## config.mk

```make
export PLATFORM = sky130hd
export DESIGN_NAME = sipo_deserializer
export DESIGN_NICKNAME = d
export VERILOG_FILES = /design/src/rtl/sipo_deserializer.sv
export SDC_FILE = /design/constraint.sdc
export NUM_CORES = 1
export LEC_CHECK = 0
export CAP_MARGIN = 20
export CORE_UTILIZATION = 50
export DETAILED_ROUTE_END_ITERATION = 8
export GPL_TIMING_DRIVEN = 0
export PLACE_DENSITY_LB_ADDON = 0.1
export SYNTH_ARGS = -nofsm -noshare
export SYNTH_HDL_FRONTEND = slang
export SYNTH_SLANG_ARGS = --single-unit
```

## constraint.sdc

```tcl
create_clock -name clk -period 3.3 [get_ports clk]
set_clock_uncertainty 0.1 [all_clocks]
set_input_delay 0.99 -clock clk [delete_from_list [all_inputs] [get_ports clk]]
set_output_delay 0.99 -clock clk [all_outputs]
set_load 0.05 [all_outputs]
```

## src/rtl/sipo_deserializer.sv

```systemverilog
// Serial-in/parallel-out deserializer: a start strobe opens a frame, WIDTH bits are shifted in MSB-first.
// Define SIPO_PARITY_EN to add a trailing even-parity bit per frame.
module sipo_deserializer #(
  parameter int WIDTH = 8,
  parameter int CNT_W = $clog2(WIDTH + 1)
) (
  input  logic             clk,
  input  logic             clrn,
  input  logic             start,
  input  logic             sin,
  input  logic             sin_en,
  output logic [WIDTH-1:0] pdata,
  output logic             pvalid,
  output logic             busy,
  output logic             abort,
  output logic [CNT_W-1:0] bit_cnt,
  output logic             parity_err,
  output logic [1:0]       dbg_state
);

`ifdef SIPO_PARITY_EN
  typedef enum logic [1:0] {IDLE = 2'd0, SHIFT = 2'd1, PAR = 2'd2} state_t;
`else
  typedef enum logic [1:0] {IDLE = 2'd0, SHIFT = 2'd1} state_t;
`endif

  localparam logic [CNT_W-1:0] LAST_BIT = CNT_W'(WIDTH - 1);

  state_t           state_q, state_d;
  logic [WIDTH-1:0] shreg_q, shreg_d;
  logic [WIDTH-1:0] pdata_q, pdata_d;
  logic [CNT_W-1:0] cnt_q, cnt_d;
  logic             pvalid_q, pvalid_d;
  logic             abort_q, abort_d;
  logic [WIDTH-1:0] word_nxt;
`ifdef SIPO_PARITY_EN
  logic             perr_q, perr_d;
`endif

  assign word_nxt = {shreg_q[WIDTH-2:0], sin};

  always_comb begin
    state_d  = state_q;
    shreg_d  = shreg_q;
    pdata_d  = pdata_q;
    cnt_d    = cnt_q;
    pvalid_d = 1'b0;
    abort_d  = 1'b0;
`ifdef SIPO_PARITY_EN
    perr_d   = 1'b0;
`endif
    case (state_q)
      IDLE: begin
        // sin_en is ignored here, including in the start cycle
        if (start) begin
          state_d = SHIFT;
          cnt_d   = '0;
          shreg_d = '0;
        end
      end
      SHIFT: begin
        if (start) begin
          abort_d = 1'b1;
          cnt_d   = '0;
          shreg_d = '0;
        end else if (sin_en) begin
          shreg_d = word_nxt;
          if (cnt_q == LAST_BIT) begin
`ifdef SIPO_PARITY_EN
            state_d = PAR;
            cnt_d   = CNT_W'(WIDTH);
`else
            state_d  = IDLE;
            cnt_d    = '0;
            pdata_d  = word_nxt;
            pvalid_d = 1'b1;
`endif
          end else begin
            cnt_d = cnt_q + 1'b1;
          end
        end
      end
`ifdef SIPO_PARITY_EN
      PAR: begin
        if (start) begin
          state_d = SHIFT;
          abort_d = 1'b1;
          cnt_d   = '0;
          shreg_d = '0;
        end else if (sin_en) begin
          state_d  = IDLE;
          cnt_d    = '0;
          pdata_d  = shreg_q;
          pvalid_d = 1'b1;
          perr_d   = (^shreg_q) ^ sin;
        end
      end
`endif
      default: state_d = IDLE;
    endcase
  end

  always_ff @(posedge clk or negedge clrn) begin
    if (!clrn) begin
      state_q  <= IDLE;
      shreg_q  <= '0;
      pdata_q  <= '0;
      cnt_q    <= '0;
      pvalid_q <= 1'b0;
      abort_q  <= 1'b0;
`ifdef SIPO_PARITY_EN
      perr_q   <= 1'b0;
`endif
    end else begin
      state_q  <= state_d;
      shreg_q  <= shreg_d;
      pdata_q  <= pdata_d;
      cnt_q    <= cnt_d;
      pvalid_q <= pvalid_d;
      abort_q  <= abort_d;
`ifdef SIPO_PARITY_EN
      perr_q   <= perr_d;
`endif
    end
  end

  assign pdata     = pdata_q;
  assign pvalid    = pvalid_q;
  assign abort     = abort_q;
  assign bit_cnt   = cnt_q;
  assign busy      = (state_q != IDLE);
  assign dbg_state = state_q;
`ifdef SIPO_PARITY_EN
  assign parity_err = perr_q;
`else
  assign parity_err = 1'b0;
`endif

endmodule

```

==> qor.txt, run 1 <==
Post-Syn Area -> 923 µm²
GR Overflow Total -> 0
Max Cap Viol -> 0
TNS Setup -> 0 ps
Multi-input gate area -> 328 µm²
post-synthesis sequential area ratio -> 59.6%
RSZ-0062 raised after global routing -> no
most frequent cells in the layout -> 22 x dfrtp_1, 20 x clkdlybuf4s50_1, 19 x nand2_1
H-tree depth -> 1
FF+latch count, synth -> 22
Longest Clk Path Bufs -> 2
Hold-fix buffers, CTS -> 0
Die ar. -> 2020 µm²
Vias -> 666
Remaining DRCs -> 0
syn avg cell area -> 11.1 µm²
unique cell type count in the Yosys netlist -> 19
1st-pass router iterations -> 4
Power Dens Cells -> 429 nW/µm²
Cells after DPL -> 129
initial core utilization -> 53.5%
Layout area overhead -> 34.1%
Final Hold Fails -> 0
num ports -> 23
Row Count -> 15
post-route ant nets -> 0
Layout Cells excl Fill -> 134
placer's final routability congestion estimate -> 0.699
final instance area -> 1240 µm²
global-route wire length before repair -> 2430 µm
commonest non-fill, non-tap cell in the layout -> dfrtp_1
TritonCTS clock tree -> yes
Pleak -> 0.552 nW
Setup crit start kind -> register
layout cells sized above 1 -> 16.5%
Seq. cell area -> 551 µm²
worst hold path type -> reg -> reg
fillers -> 138
pin count of the biggest net entering global routing -> 23
CP Class -> reg -> out
Final Util -> 71.7%
root buf cell -> clkbuf_4
core area -> 1730 µm²
vias in the first global route -> 533
cts repair resizes -> 0
met2 Usage GRT -> 23.8%
yosys warns -> 0
setup violators final -> 0
global route hottest layer -> met1
Layout Nets -> 117
Worst EP arrival -> 1730 ps
total global-route track usage -> 17.1%
worst hold slack -> 420 ps
result of the run -> finished, final reports clean
synthesized instance count -> 83
clock sinks -> 22
port bufs -> 20
Final Max Slew Viols -> 0
Die Y -> 45.0 µm
WL final -> 1570 µm
initial drt markers -> 9
Diodes inserted -> 0
WL/cell -> 11.7 µm
worst-skew pair later-pin latency -> 300 ps
Post-DP Area -> 1160 µm²
met1 Resource Use GR -> 23.9%
setup bufs post-CTS -> 0
VDD IR max -> 246 µV
CP endpoint kind -> output port
Final HPWL DP -> 1080 µm
initial antenna violation count -> 0
Tcrit/Tclk final -> 85.6%
Critical Path RT -> 2210 ps
drt via density -> 4.97
die span in x -> 45.0 µm
worst-path fanout max -> 9
Final min period -> 2820 ps
Max Freq -> 0.354 GHz
GR Util met3 -> 5.20%
CTS Buf Count -> 3
Worst-path clk slew -> 120 ps
[critical path, cell delays in order (launching register included)]
cell and delay [ps]:
dfrtp_1 500, buf_4 150, clkdlybuf4s50_1 780
[cell usage after synthesis]
| cell type | instances | share of area, % |
|---|---|---|
| or4_1 | 1 | 0.81 |
| mux2_2 | 8 | 9.8 |
| nand2_1 | 19 | 7.7 |
| nand4b_1 | 1 | 0.95 |
| nor2_1 | 4 | 1.6 |
| ha_1 | 2 | 2.7 |
| nand3_1 | 2 | 1.1 |
| nor3b_2 | 1 | 1.4 |
| buf_6 | 1 | 1.2 |
| dfrtp_1 | 22 | 60 |
| xor2_1 | 1 | 0.95 |
| inv_1 | 1 | 0.41 |
| buf_4 | 3 | 2.4 |
| and2_1 | 1 | 0.68 |
| o21ai_0 | 1 | 0.54 |
| clkbuf_1 | 3 | 1.2 |
| conb_1 | 1 | 0.41 |
| a21oi_1 | 10 | 5.4 |
| a311o_1 | 1 | 1.1 |
[cell families after synthesis]
| logic type | Yosys count | share of synthesized area (%) |
|---|---|---|
| AO/OA/AOI/OAI | 12 | 7.05 |
| XOR/XNOR | 1 | 0.949 |
| adder cells (fa/ha/maj) | 2 | 2.71 |
| buffers and inverters | 8 | 5.28 |
| flip-flops | 22 | 59.6 |
| multiplexers | 8 | 9.76 |
| other | 1 | 0.406 |
| AND/OR/NAND/NOR | 29 | 14.2 |
[final cells by class]
type | instances | area share [%]
plain buffers | 7 | 3.64
flip-flops and latches | 22 | 44.4
multi-input cells | 54 | 26.5
clock inverters | 1 | 2.42
repair buffers | 21 | 18.4
inverters | 1 | 0.303
well taps | 25 | 2.53
clock buffers | 3 | 1.82
[where the power goes]
part / total, mW / internal [mW] / switching, mW
Combinational: 0.0502 / 0.0182 / 0.0319
Sequential: 0.277 / 0.273 / 0.00343
Clock: 0.205 / 0.123 / 0.0820
[flip-flops by register name, indices dropped and copies added, names as in the netlist]
name,count
dbg_state,1
pdata,8
pvalid,1
shreg_q,7
bit_cnt,4
abort,1
[path summary, 6_finish.rpt]
path / to / cells past startpoint / start / slack [ps]
hold reg to reg: pdata[0] / 1 / pdata[0] / 420
min in group asynchronous: pvalid / 2 / clrn / 960
hold / removal: pdata[0] / 1 / pdata[0] / 420
max in group asynchronous: bit_cnt[0] / 2 / clrn / 2010
setup reg to reg: pdata[2] / 5 / bit_cnt[0] / 1530
setup / recovery: dbg_state[0] / 2 / dbg_state[0] / 480
[metal layers]
layer | part of all wire, % | vias to the layer above
met2 | 46 | 19
li1 | - | 323
met5 | 0 | -
met1 | 48 | 322
met3 | 5.1 | 2
met4 | 0.76 | 0
[per-stage QoR]
stage          total power, mW  setup slack, ps
6_report                 0.532              476
5_1_grt                  0.549              384
4_1_cts                  0.532              470
3_5_place_dp             0.328              672
3_3_place_gp             0.328              691
2_1_floorplan            0.309             1210
(Power assumes the default switching activity.)
==> run 2: changes to the inputs <==
--- a/config.mk
+++ b/config.mk
@@ -6,7 +6,7 @@
 export NUM_CORES = 1
 export LEC_CHECK = 0
 export CAP_MARGIN = 20
-export CORE_UTILIZATION = 50
+export CORE_UTILIZATION = 42
 export DETAILED_ROUTE_END_ITERATION = 8
 export GPL_TIMING_DRIVEN = 0
 export PLACE_DENSITY_LB_ADDON = 0.1
==> constraint.sdc (replaced) <==
create_clock -name clk -period 2.5 [get_ports clk]
set_clock_uncertainty 0.1 [all_clocks]
set_input_delay 0.75 -clock clk [delete_from_list [all_inputs] [get_ports clk]]
set_output_delay 0.75 -clock clk [all_outputs]
set_load 0.05 [all_outputs]
==> qor.txt, run 2 (same netlist as run 1, synthesis figures left out) <==
result of the run -> finished, final reports clean
worst-path fanout max -> 5 (-4)
CP Class -> reg -> out
Diodes inserted -> 0 (unchanged)
Final Max Slew Viols -> 0 (unchanged)
Pleak -> 0.566 nW (+2.5%)
most frequent cells in the layout -> 22 x dfrtp_1, 19 x nand2_1, 17 x clkdlybuf4s50_1
Worst path top cell family by delay -> buffers and inverters
die span in x -> 48.9 µm (+8.7%)
Tcrit/Tclk final -> 96.1%
Remaining DRCs -> 0 (unchanged)
CTS Buf Count -> 3 (unchanged)
RSZ-0062 raised after global routing -> no
clock sinks -> 22 (unchanged)
post-route ant nets -> 0 (unchanged)
H-tree depth -> 1 (unchanged)
initial drt markers -> 8 (-1)
Critical Path RT -> 1650 ps (-560 ps)
total global-route track usage -> 15.4% (-1.7 points)
Final Hold Fails -> 0 (unchanged)
Longest Clk Path Bufs -> 2 (unchanged)
global-route wire length before repair -> 2750 µm (+13%)
Die ar. -> 2390 µm² (+18%)
Final HPWL DP -> 1060 µm (-1.8%)
net switching power -> 154 µW (+31%)
setup violators final -> 0 (unchanged)
Layout Cells excl Fill -> 136 (+1.5%)
Row Count -> 16 (+1)
placer's final routability congestion estimate -> 0.742 (+6.2%)
layout cells sized above 1 -> 16.5% (unchanged)
Comb pwr share -> 9.3% (about the same)
Max Cap Viol -> 0 (unchanged)
Cells after DPL -> 131 (+1.6%)
WL final -> 1530 µm (-2.8%)
Worst-path clk slew -> 120 ps (about the same)
clock power share -> 38.6% (about the same)
Worst-Margin Slew -> 501 ps
1st-pass router iterations -> 4 (unchanged)
sequential share of power -> 52.1% (about the same)
Power Dens Cells -> 565 nW/µm² (+32%)
Max Freq -> 0.416 GHz
initial antenna violation count -> 0 (unchanged)
initial core utilization -> 45.7% (-7.8 points)
Vias -> 667 (+0.15%)
pin count of the biggest net entering global routing -> 23 (unchanged)
WL/cell -> 11.3 µm (-4.2%)
CP Buf/Inv Count -> 1 (-1)
commonest non-fill, non-tap cell in the layout -> dfrtp_1
drt via density -> 4.90 (-1.3%)
worst-skew pair later-pin latency -> 300 ps (about the same)
TritonCTS clock tree -> yes
Critical-path top delay cell -> clkdlybuf4s50_1
crit path cell chain -> clkdlybuf4s50_1
max reg flops -> 8 (unchanged)
Layout Nets -> 117 (unchanged)
port bufs -> 20 (unchanged)
CP max stage delay -> 820 ps (+40 ps)
vias in the first global route -> 639 (+20%)
setup bufs post-CTS -> 0 (unchanged)
Power Internal -> 546 µW (+32%)
worst hold path type -> reg -> reg
num ports -> 23 (unchanged)
VDD IR max -> 311 µV (+27%)
Setup crit start kind -> register
core area -> 2020 µm² (+17%)
TNS Setup -> 0 ps (unchanged)
Final Util -> 61.3% (-10 points)
root buf cell -> clkbuf_4
CP endpoint kind -> output port
GR Overflow Total -> 0 (unchanged)
Net Sw Frac -> 22.0% (-0.081 points)
Final min period -> 2400 ps
Worst EP arrival -> 1550 ps (-180 ps)
Layout area overhead -> 34.1% (unchanged)
worst rel slew slack -> 66.5%
Die Y -> 48.9 µm (+8.7%)
## run 2: changes by cell type in the layout (fill, tap and decap cells not counted)
cell and change:
clkbuf_16 +1, buf_16 -1, clkdlybuf4s50_1 -3, dlymetal6s2s_1 +1
dlygate4sd2_1 +2
## run 2: per-layer routing
| layer | GRT usage [%] | up-vias | wire (µm) |
|---|---|---|---|
| met5 | 0 | - | 0 |
| met4 | 9.80 | 0 | 13 |
| met3 | 2.80 | 2 | 52 |
| met2 | 22.5 | 16 | 705 |
| met1 | 21.1 | 324 | 759 |
| li1 | - | 325 | - |
## run 2: power by group through the flow
stage / registers, mW / clock network, mW / logic, mW
2_1_floorplan: 0.384 / 0 / 0.0238
3_3_place_gp: 0.372 / 0 / 0.0612
3_5_place_dp: 0.372 / 0 / 0.0619
4_1_cts: 0.365 / 0.281 / 0.0620
5_1_grt: 0.366 / 0.291 / 0.0711
6_report: 0.365 / 0.270 / 0.0649
## run 2: metrics by stage
step	power [mW]	cell area, µm²	hold slack, ps	setup WS [ps]
3_3_place_gp	0.433	1160	391	130
5_1_grt	0.728	1240	437	44.1
4_1_cts	0.708	1210	425	39.1
2_1_floorplan	0.407	927	354	507
3_5_place_dp	0.434	1160	395	116
6_report	0.700	1240	420	96.3
## run 2: final timing paths
check,slack (ps),cells past startpoint,to,start
min in group asynchronous,510,1,dbg_state[0],clrn
max in group asynchronous,1440,2,bit_cnt[0],clrn
worst max-delay path,100,1,bit_cnt[0],bit_cnt[0]
worst min register to register,420,1,pdata[5],pdata[5]
worst max register to register,760,5,pdata[3],bit_cnt[0]
worst min-delay path,420,1,pdata[5],pdata[5]
## run 2: layout make-up
class,count,area [µm²]
plain buffers,7,45.0
clock buffers,3,22.5
clock inverters,1,30.0
fillers,175,783
inverters,1,3.75
multi-input cells,54,328
flip-flops and latches,22,551
well taps,27,33.8
repair buffers,21,225
## run 2: repair_timing
action	in CTS	in global routing
endpoints found under the setup margin	2	1
gates resized for setup	2	1
hold buffers	0	0
==> run 3: changes to the inputs <==
--- a/config.mk
+++ b/config.mk
@@ -10,6 +10,7 @@
 export DETAILED_ROUTE_END_ITERATION = 8
 export GPL_TIMING_DRIVEN = 0
 export PLACE_DENSITY_LB_ADDON = 0.1
+export SKIP_CTS_REPAIR_TIMING = 1
 export SYNTH_ARGS = -nofsm -noshare
 export SYNTH_HDL_FRONTEND = slang
 export SYNTH_SLANG_ARGS = --single-unit
==> qor.txt, run 3 (same netlist as run 1, synthesis figures left out) <==
placer's final routability congestion estimate -> 0.742 (unchanged)
Max Freq -> 0.416 GHz (unchanged)
most frequent cells in the layout -> 22 x dfrtp_1, 19 x nand2_1, 17 x clkdlybuf4s50_1
initial drt markers -> 8 (unchanged)
CP max stage delay -> 820 ps (about the same)
Final HPWL DP -> 1060 µm (unchanged)
Max Cap Viol -> 0 (unchanged)
initial antenna violation count -> 0 (unchanged)
Final min period -> 2400 ps (unchanged)
WL final -> 1530 µm (+0.20%)
post-route ant nets -> 0 (unchanged)
Pleak -> 0.570 nW (+0.60%)
Vias -> 667 (unchanged)
H-tree depth -> 1 (unchanged)
crit path cell chain -> clkdlybuf4s50_1
CTS Buf Count -> 3 (unchanged)
worst hold path type -> reg -> reg
Critical-path top delay cell -> clkdlybuf4s50_1
layout cells sized above 1 -> 16.5% (unchanged)
initial core utilization -> 45.7% (unchanged)
Row Count -> 16 (unchanged)
Final Hold Fails -> 0 (unchanged)
Final Util -> 61.6% (+0.37 points)
CP Buf/Inv Count -> 1 (unchanged)
CP endpoint kind -> output port
die span in x -> 48.9 µm (unchanged)
root buf cell -> clkbuf_4
Worst path top cell family by delay -> buffers and inverters
RSZ-0062 raised after global routing -> no
Worst-path clk slew -> 120 ps (about the same)
num ports -> 23 (unchanged)
global-route wire length before repair -> 2770 µm (+0.47%)
clock sinks -> 22 (unchanged)
commonest non-fill, non-tap cell in the layout -> dfrtp_1
WL/cell -> 11.3 µm (+0.20%)
fillers -> 173 (-1.1%)
Tcrit/Tclk final -> 96.1% (unchanged)
drt via density -> 4.90 (unchanged)
Diodes inserted -> 0 (unchanged)
FF-to-FF setup slack -> 760 ps (about the same)
Layout Nets -> 117 (unchanged)
Die Y -> 48.9 µm (unchanged)
Power Dens Cells -> 562 nW/µm² (-0.60%)
Die ar. -> 2390 µm² (unchanged)
total global-route track usage -> 15.5% (+0.067 points)
Cells after DPL -> 131 (unchanged)
Layout area overhead -> 35.0%
Worst-Margin Slew -> 501 ps (unchanged)
CP Class -> reg -> out
worst-path fanout max -> 5 (unchanged)
port bufs -> 20 (unchanged)
max reg flops -> 8 (unchanged)
vias in the first global route -> 641 (+0.31%)
TritonCTS clock tree -> yes
VDD IR max -> 311 µV (about the same)
Setup crit start kind -> register
worst rel slew slack -> 66.5% (unchanged)
core area -> 2020 µm² (unchanged)
setup violators final -> 0 (unchanged)
Layout Cells excl Fill -> 136 (unchanged)
Worst EP arrival -> 1550 ps (about the same)
GR Overflow Total -> 0 (unchanged)
worst-skew pair later-pin latency -> 300 ps (about the same)
1st-pass router iterations -> 4 (unchanged)
result of the run -> finished, final reports clean
Longest Clk Path Bufs -> 2 (unchanged)
Remaining DRCs -> 0 (unchanged)
Final Max Slew Viols -> 0 (unchanged)
Critical Path RT -> 1650 ps (about the same)
pin count of the biggest net entering global routing -> 23 (unchanged)
-- run 3: changes by cell type in the layout (fill, tap and decap cells not counted) --
cell | previous run | this run
dlygate4sd2_1 | 2 | 0
dlymetal6s2s_1 | 1 | 3
-- run 3: power by group --
part / leakage (nW) / switching (mW) / internal, mW
Clock: 0.0279 / 0.108 / 0.162
Combinational: 0.244 / 0.0416 / 0.0233
Sequential: 0.298 / 0.00432 / 0.361
Total: 0.570 / 0.154 / 0.546
-- run 3: path summary, 6_finish.rpt --
| check | cells after the start | end | start |
|---|---|---|---|
| max in group asynchronous | 2 | bit_cnt[0] | clrn |
| max reg2reg | 5 | pdata[3] | bit_cnt[0] |
| min in group asynchronous | 1 | dbg_state[0] | clrn |
| min reg2reg | 1 | pdata[5] | pdata[5] |
| max | 1 | bit_cnt[0] | bit_cnt[0] |
| min | 1 | pdata[5] | pdata[5] |
-- run 3: area by class of cell --
cell class	instances	area, µm²	area share [%]
buffer	7	45.0	3.61
clock buffer	3	22.5	1.81
clock inverter	1	30.0	2.41
inverter	1	3.75	0.301
multi-input combinational	54	328	26.3
sequential	22	551	44.2
tap	27	33.8	2.71
timing repair buffer	21	233	18.7
-- run 3: layer usage --
metal / vias up / global-route usage [%] / wire [µm]
met5: - / 0 / 0
met3: 2 / 2.80 / 50
li1: 325 / - / -
met4: 0 / 9.80 / 13
met1: 324 / 21.1 / 763
met2: 16 / 22.7 / 705
-- run 3: metrics by stage --
step	worst slack [ps]	TNS [ps]	hold WS (ps)	total power, mW	instance area, µm²
finish	96.3	0	420	0.700	1250
global route	44.1	0	437	0.728	1250
global placement	130	0	391	0.433	1160
CTS	-97.0	-106	425	0.708	1210
detailed placement	116	0	395	0.434	1160
floorplan	507	0	354	0.407	927
